===== src/rtl/stream_demux_pkg.sv =====
// Shared defaults for the registered stream demultiplexer and the helper
// that derives the select width from the channel count.
package stream_demux_pkg;

  localparam int DEF_WIDTH    = 16;
  localparam int DEF_CHANNELS = 8;
  localparam int DEF_DROP_W   = 8;

  // Channel counts need not be powers of two, so some select codes are out of range.
  function automatic int sel_width(input int channels);
    return (channels < 2) ? 1 : $clog2(channels);
  endfunction

endpackage


===== src/rtl/demux_slot.sv =====
// One-entry output register for a single demultiplexer channel; it can be
// reloaded on the same edge its current beat drains.
module demux_slot
  import stream_demux_pkg::*;
#(
  parameter int WIDTH = DEF_WIDTH
) (
  input  logic             clk,
  input  logic             rst_n,
  input  logic             load,
  input  logic [WIDTH-1:0] d,
  input  logic             ready,
  output logic             valid,
  output logic             free,
  output logic [WIDTH-1:0] q
);

  assign free = !valid || ready;

  // The payload only moves on load, so a stalled beat stays bit-stable.
  always_ff @(posedge clk or negedge rst_n) begin
    if (!rst_n) begin
      valid <= 1'b0;
      q     <= '0;
    end else if (load) begin
      valid <= 1'b1;
      q     <= d;
    end else if (ready) begin
      valid <= 1'b0;
    end
  end

endmodule


===== src/rtl/stream_demux.sv =====
// Registered 1-to-N stream demultiplexer with unicast, broadcast and
// counted discard of beats whose select names no channel.
module stream_demux
  import stream_demux_pkg::*;
#(
  parameter int WIDTH    = DEF_WIDTH,
  parameter int CHANNELS = DEF_CHANNELS,
  parameter int SEL_W    = sel_width(CHANNELS),
  parameter int DROP_W   = DEF_DROP_W
) (
  input  logic                      clk,
  input  logic                      rst_n,
  input  logic [WIDTH-1:0]          in_data,
  input  logic [SEL_W-1:0]          in_sel,
  input  logic                      in_bcast,
  input  logic                      in_valid,
  output logic                      in_ready,
  output logic [CHANNELS*WIDTH-1:0] out_data,
  output logic [CHANNELS-1:0]       out_valid,
  input  logic [CHANNELS-1:0]       out_ready,
  output logic [DROP_W-1:0]         drop_cnt,
  output logic                      err
);

  logic [CHANNELS-1:0] hit;
  logic [CHANNELS-1:0] free;
  logic [CHANNELS-1:0] load;
  logic                in_range;
  logic                accept;
  logic                drop;

  always_comb begin
    hit = '0;
    for (int i = 0; i < CHANNELS; i++) begin
      hit[i] = (in_sel == SEL_W'(i));
    end
  end

  assign in_range = |hit;

  // Held low in reset so no upstream handshake can complete while state is cleared.
  always_comb begin
    if (!rst_n) begin
      in_ready = 1'b0;
    end else if (in_bcast) begin
      in_ready = &free;
    end else if (in_range) begin
      in_ready = |(hit & free);
    end else begin
      in_ready = 1'b1;
    end
  end

  assign accept = in_valid && in_ready;
  assign drop   = accept && !in_bcast && !in_range;

  always_comb begin
    load = '0;
    if (accept) begin
      load = in_bcast ? {CHANNELS{1'b1}} : hit;
    end
  end

  always_ff @(posedge clk or negedge rst_n) begin
    if (!rst_n) begin
      drop_cnt <= '0;
      err      <= 1'b0;
    end else begin
      err <= drop;
      if (drop && (drop_cnt != {DROP_W{1'b1}})) begin
        drop_cnt <= drop_cnt + 1'b1;
      end
    end
  end

  for (genvar g = 0; g < CHANNELS; g++) begin : g_slot
    demux_slot #(
      .WIDTH(WIDTH)
    ) u_slot (
      .clk   (clk),
      .rst_n (rst_n),
      .load  (load[g]),
      .d     (in_data),
      .ready (out_ready[g]),
      .valid (out_valid[g]),
      .free  (free[g]),
      .q     (out_data[g*WIDTH +: WIDTH])
    );
  end

endmodule


===== config.mk =====
export PLATFORM = sky130hd
export DESIGN_NAME = stream_demux
export DESIGN_NICKNAME = d
export VERILOG_FILES = /design/src/rtl/stream_demux_pkg.sv /design/src/rtl/demux_slot.sv /design/src/rtl/stream_demux.sv
export SDC_FILE = /design/constraint.sdc
export NUM_CORES = 1
export LEC_CHECK = 0
export ABC_AREA = 1
export BUFFER_PORTS_ARGS = -buffer_cell sky130_fd_sc_hd__buf_2
export CELL_PAD_IN_SITES_DETAIL_PLACEMENT = 0
export CELL_PAD_IN_SITES_GLOBAL_PLACEMENT = 1
export CORE_ASPECT_RATIO = 1.2
export CORE_MARGIN = 1.5
export CORE_UTILIZATION = 38
export CTS_CLUSTER_DIAMETER = 30
export CTS_CLUSTER_SIZE = 14
export DETAILED_ROUTE_END_ITERATION = 8
export GPL_TIMING_DRIVEN = 0
export HOLD_SLACK_MARGIN = 0.08
export PLACE_DENSITY_LB_ADDON = 0.1
export SLEW_MARGIN = 40
export SYNTH_ARGS = -nofsm -noshare
export SYNTH_HDL_FRONTEND = slang
export SYNTH_HIERARCHICAL = 1
export SYNTH_SLANG_ARGS = --single-unit

===== constraint.sdc =====
create_clock -name clk -period 2.21 [get_ports clk]
set_input_delay 0 -clock clk [delete_from_list [all_inputs] [get_ports clk]]
set_output_delay 0 -clock clk [all_outputs]
set_load 0.03 [all_outputs]

* After elaboration in Yosys (flattened, before gate mapping) *
Index checks and enable logic that the tools add are counted.

operators by class
  reduce and logical (&&, ||, !) cells = 34
  mux-type cells = 21
  eq/ne operators = 8
  bitwise logic cells = 1
  add/subtract/negate cells = 1

operators by type and width
  cell                   number
  $mux W1                19
  $mux W8                2
  $reduce_bool A2 Y1     8
  $reduce_or A8 Y1       2
  $eq A3 B3 Y1 const B   4
  $logic_not A1 Y1       10
  $add A8 B1 Y8 const B  1
  $and A8 B8 Y8          1
  $logic_or A1 B1 Y1     8
  $ne A8 B8 Y1 const B   1
  $reduce_and A8 Y1      1
  $eq A3 B2 Y1 const B   2
  $logic_and A1 B1 Y1    4
  $eq A3 B1 Y1 const B   1
  $logic_not A3 Y1       1

storage, ports and cells
  input bits = 31
  output and inout port bits = 146
  bits in registers = 145
  logic and storage cells = 83

* Depth between registers and ports, before layout *
  depth in word-level cells = 11
  mapped depth = 13
  mapped depth without buffers = 11

* Cells and area by module *
Netlist, hierarchy kept.

by module, submodules not included
  module        cells an instance  times used  seq. area each (um^2)  area each (um^2)
  demux_slot    72                 8           425.4                  675.6
  stream_demux  76                 1           225.2                  559.3

* Worst setup path before layout *
Ideal clock, no wire load.

  kind = register -> register
  start = reg g_slot[1].u_slot.valid
  end = reg g_slot[0].u_slot.q[3]
  stages on the path, launching flop included = 13
  clock period less this slack = 1818 ps
  arrival time = 1700 ps
  setup slack = 392 ps
  required time = 2092 ps
  buffers on the path = 2
  library setup time = 118 ps
  cells stage by stage = dfrtp_1 > nand2_1 > nand2_1 > nor2_1 > nand2_1 > a21boi_1 > nand3_4 > nor2_1 > buf_6 > inv_8 > buf_8 > nand2_1 > nand2_1

on the way
  cells in the longest elaborated chain, start to end = 9
  elaborated cells on any way between the ends = 10
  classes of those cells = mux: 4; bitwise: 1; reduce/logical: 5

RTL lines
  item                    line                RTL
  from (decl)             demux_slot.sv:13    output logic valid,
  from (signal assigned)  demux_slot.sv:23    valid <= 1'b0;
  from (signal assigned)  demux_slot.sv:26    valid <= 1'b1;
  from (signal assigned)  demux_slot.sv:29    valid <= 1'b0;
  $logic_not A1 Y1 *      demux_slot.sv:18    assign free = !valid || ready;
  $logic_or A1 B1 Y1 *    demux_slot.sv:18
  net free[1]             stream_demux.sv:26  logic [CHANNELS-1:0] free;
  $and A8 B8 Y8           stream_demux.sv:48  in_ready = |(hit & free);
  $reduce_or A8 Y1        stream_demux.sv:48
  $mux W1                 stream_demux.sv:47  end else if (in_range) begin
  $mux W1 *               stream_demux.sv:45  end else if (in_bcast) begin
  $mux W1 *               stream_demux.sv:43  if (!rst_n) begin
  $logic_and A1 B1 Y1 *   stream_demux.sv:54  assign accept = in_valid && in_ready;
  $mux W8 *               stream_demux.sv:59  if (accept) begin
  net load[0]             stream_demux.sv:27  logic [CHANNELS-1:0] load;
  to (signal assigned)    demux_slot.sv:24    q <= '0;
  to (signal assigned)    demux_slot.sv:27    q <= d;
  to (decl)               demux_slot.sv:15    output logic [WIDTH-1:0] q

The timed path passes the listed nets; every way through them passes the cells marked *.
A chain may end at the register's enable or synchronous reset.

* Worst setup path after layout *
  start = reg g_slot[4].u_slot.valid
  end = reg g_slot[2].u_slot.q[9]

on the way
  cells in the longest elaborated chain, start to end = 9
  elaborated cells on any way between the ends = 10
  classes of those cells = mux: 4; bitwise: 1; reduce/logical: 5

RTL lines
  item                    line
  from (decl)             demux_slot.sv:13
  from (signal assigned)  demux_slot.sv:23
  from (signal assigned)  demux_slot.sv:26
  from (signal assigned)  demux_slot.sv:29
  $logic_not A1 Y1 *      demux_slot.sv:18
  $logic_or A1 B1 Y1 *    demux_slot.sv:18
  net free[4]             stream_demux.sv:26
  $and A8 B8 Y8           stream_demux.sv:48
  $reduce_or A8 Y1        stream_demux.sv:48
  $mux W1                 stream_demux.sv:47
  $mux W1 *               stream_demux.sv:45
  $mux W1 *               stream_demux.sv:43
  $logic_and A1 B1 Y1 *   stream_demux.sv:54
  $mux W8 *               stream_demux.sv:59
  net load[2]             stream_demux.sv:27
  to (signal assigned)    demux_slot.sv:24
  to (signal assigned)    demux_slot.sv:27
  to (decl)               demux_slot.sv:15

Marks and branches as above.

==> impl_metrics.json <==
{
  "cts_tree": "built",
  "layout_commonest_cell": "nand2_1",
  "track_usage_pct": 20.0,
  "area_growth_pct": 34.8,
  "crit_type": "flop to flop",
  "die_w_um": 117,
  "die-height_um": 140,
  "grt_start_max_net_pins": 58,
  "whs_ns": 0.132,
  "die-area_sq_um": 16500,
  "netlist_area_sq_um": 5960,
  "leakage_nw": 4.65,
  "synth_fa_ha_area_share_pct": 0,
  "r2r-start": "g_slot[4].u_slot/valid",
  "h-tree-depth": 4,
  "required_ns": 2.52,
  "fin_crit_sh_pct": 87.6,
  "max-cap-violations": 0,
  "multi_input_area_sq_um": 1800,
  "combPwrFrac_pct": 32.8,
  "final_cell_mix": "387 x nand2_1, 173 x buf_2, 145 x dfrtp_1",
  "powerDensity_nw_per_um2": 1240,
  "synth-compound-area-share_pct": 0.776,
  "startpoint_type": "flop",
  "core_sq_um": 15500,
  "fmax_ghz": 0.516,
  "synthXorXnorAreaFrac_pct": 0,
  "nFillCells": 1487,
  "drt-vias-per-instance": 4.43,
  "rsz0062_at_grt": "false",
  "timing.final.crit_period_ns": 1.94,
  "slew_violations": 0,
  "hold_violations": 0,
  "drt_iter0_markers": 253,
  "antenna_found_initial": 0,
  "port_buffers": 174,
  "min_path_type": "primary input to flop",
  "clk_pin_slew_worst_paths_ns": 0.06,
  "p_switching_w": 0.00387,
  "start_util_pct": 38.6,
  "vias": 4847,
  "cts_root_buf": "clkbuf_16",
  "postSynthCellCount": 652,
  "fin_util_pct": 52.0,
  "wl_per_cell_um": 14.3,
  "cts_made_buffers": 17,
  "insertedDiodeCount": 0,
  "regArea_sq_um": 3630,
  "setup_violations": 0,
  "seq_power_share_pct": 37.9,
  "yosysSeqAreaShare_pct": 60.8,
  "layout-drive-gt1-share_pct": 30.9,
  "min_from": "in_valid",
  "vdd_drop_max_v": 0.000521,
  "fp-row-count": 50,
  "yosys_warnings": 6,
  "totalWireLength_um": 15700,
  "synth_area_per_cell_sq_um": 9.15,
  "clock_skew_ns": 0.00920,
  "switching_share_pct": 39.0,
  "gp_congestion": 0.818,
  "dp_hpwl_um": 11300,
  "intPower_w": 0.00606,
  "drc": 0,
  "status": "complete, no violations",
  "grt_pass1_vias": 4891,
  "grt_pass1_wl_um": 25600,
  "synth_nets": 683,
  "timing.setup.tns_ns": 0,
  "synth_top_family_by_area": "simple AND/OR/NAND/NOR gates",
  "ys_types": 22,
  "cp_max_fo": 10,
  "cts.path.max_buffers": 2,
  "arrival_ns": 2.24,
  "ant_nets": 0,
  "pin_count": 177,
  "crit_path_end_kind": "flop",
  "dr.pass1.iters": 4,
  "pwr-share-clk_pct": 29.2,
  "synth-simple-area-share_pct": 29.3,
  "cts_resized": 0,
  "synth-seq-cells": 145,
  "gr-total-overflow": 0,
  "cp-startpoint": "g_slot[4].u_slot/valid",
  "cts_sinks": 145,
  "clk_latency_ns": 0.42,
  "layout.nets": 904,
  "muxShareOfSynthArea_pct": 0
}
synth_stat cells:
library cell / number / share of area (%)
a21boi_1: 1 / 0.13
a21oi_1: 2 / 0.17
a31oi_1: 1 / 0.10
buf_6: 10 / 1.9
buf_8: 8 / 2.0
clkbuf_1: 8 / 0.50
clkbuf_8: 8 / 1.8
conb_1: 1 / 0.063
dfrtp_1: 145 / 61
inv_1: 18 / 1.1
inv_2: 2 / 0.13
inv_8: 8 / 1.5
nand2_1: 387 / 24
nand2_2: 24 / 2.5
nand3_1: 4 / 0.34
nand3_2: 1 / 0.17
nand3_4: 1 / 0.29
nand4_1: 4 / 0.42
nor2_1: 13 / 0.82
nor2_2: 2 / 0.21
nor2_4: 1 / 0.19
o31ai_1: 3 / 0.38
per-stage QoR:
step / power (W) / area [sq um] / setup slack, ns / cells
after global placement: 0.00699 / 7100 / -1.59 / 1034
after global routing: 0.0105 / 8040 / 0.0661 / 1094
final: 0.00994 / 8040 / 0.274 / 1094
after floorplan: 0.00593 / 5960 / 0.392 / 652
after detailed placement: 0.00707 / 7160 / 0.244 / 1036
after CTS: 0.0100 / 8040 / 0.236 / 1094
registers in the layout, summed over array words and instances, names as in the netlist:
name / cells
g_slot.u_slot/valid: 8
err: 1
g_slot.u_slot/q: 128
drop_cnt: 8
cell families (layout without fill, tap and decap cells):
logic type	count (synthesis)	after routing
AND/OR/NAND/NOR	437	437
flip-flops	145	145
buffers and inverters	62	296
AO/OA/AOI/OAI	7	7
other	1	1
layout make-up:
cell class / instances / area share [%]
flip-flops and latches: 145 / 45.1
multi-input cells: 445 / 22.4
repair buffers: 202 / 15.0
clock buffers: 21 / 5.98
plain buffers: 34 / 4.64
well taps: 208 / 3.24
inverters: 28 / 2.05
clock inverters: 11 / 1.57
per-layer routing:
layer  up-vias  wire (um)  share of wire, %  GRT usage (%)
li1       2401          -                 -              -
met3        19        912               5.8           5.94
met1      2285       6890                44           25.4
met4         0        304               1.9           7.41
met5         -          0                 0              0
met2       142       7570                48           32.7
power groups by stage:
stage	Clock [W]	Sequential, W	Combinational (W)
2_1_floorplan	0	0.00519	0.000734
3_3_place_gp	0	0.00379	0.00320
3_5_place_dp	0	0.00380	0.00326
4_1_cts	0.00297	0.00377	0.00330
5_1_grt	0.00308	0.00386	0.00351
6_report	0.00290	0.00377	0.00326
worst max-delay path, cell delays in order (launching register included):
cell and delay (ns):
dfrtp_1 0.37, nand2_1 0.16, nand2_1 0.07, nor2_1 0.11
nand2_1 0.07, a21boi_1 0.26, nand3_4 0.15, nor2_1 0.16
buf_6 0.18, inv_8 0.05, buf_8 0.14, nand2_1 0.06
nand2_1 0.05
final timing paths:
check,cells after the start,slack [ns],endpoint
worst max-delay path,12,0.27,g_slot[2].u_slot/q[9]
worst min-delay path,6,0.13,g_slot[7].u_slot/q[13]
worst max register to register,12,0.27,g_slot[2].u_slot/q[9]
worst min register to register,1,0.45,drop_cnt[6]
max in group asynchronous,3,1.76,g_slot[0].u_slot/valid
min in group asynchronous,3,0.15,g_slot[6].u_slot/q[11]
repair_timing:
item                                   CTS  global route
hold buffers                            26             0
endpoints found under the hold margin  281             0
buffers inserted                         0             0
No activity file was read; power rests on OpenSTA's default activity.
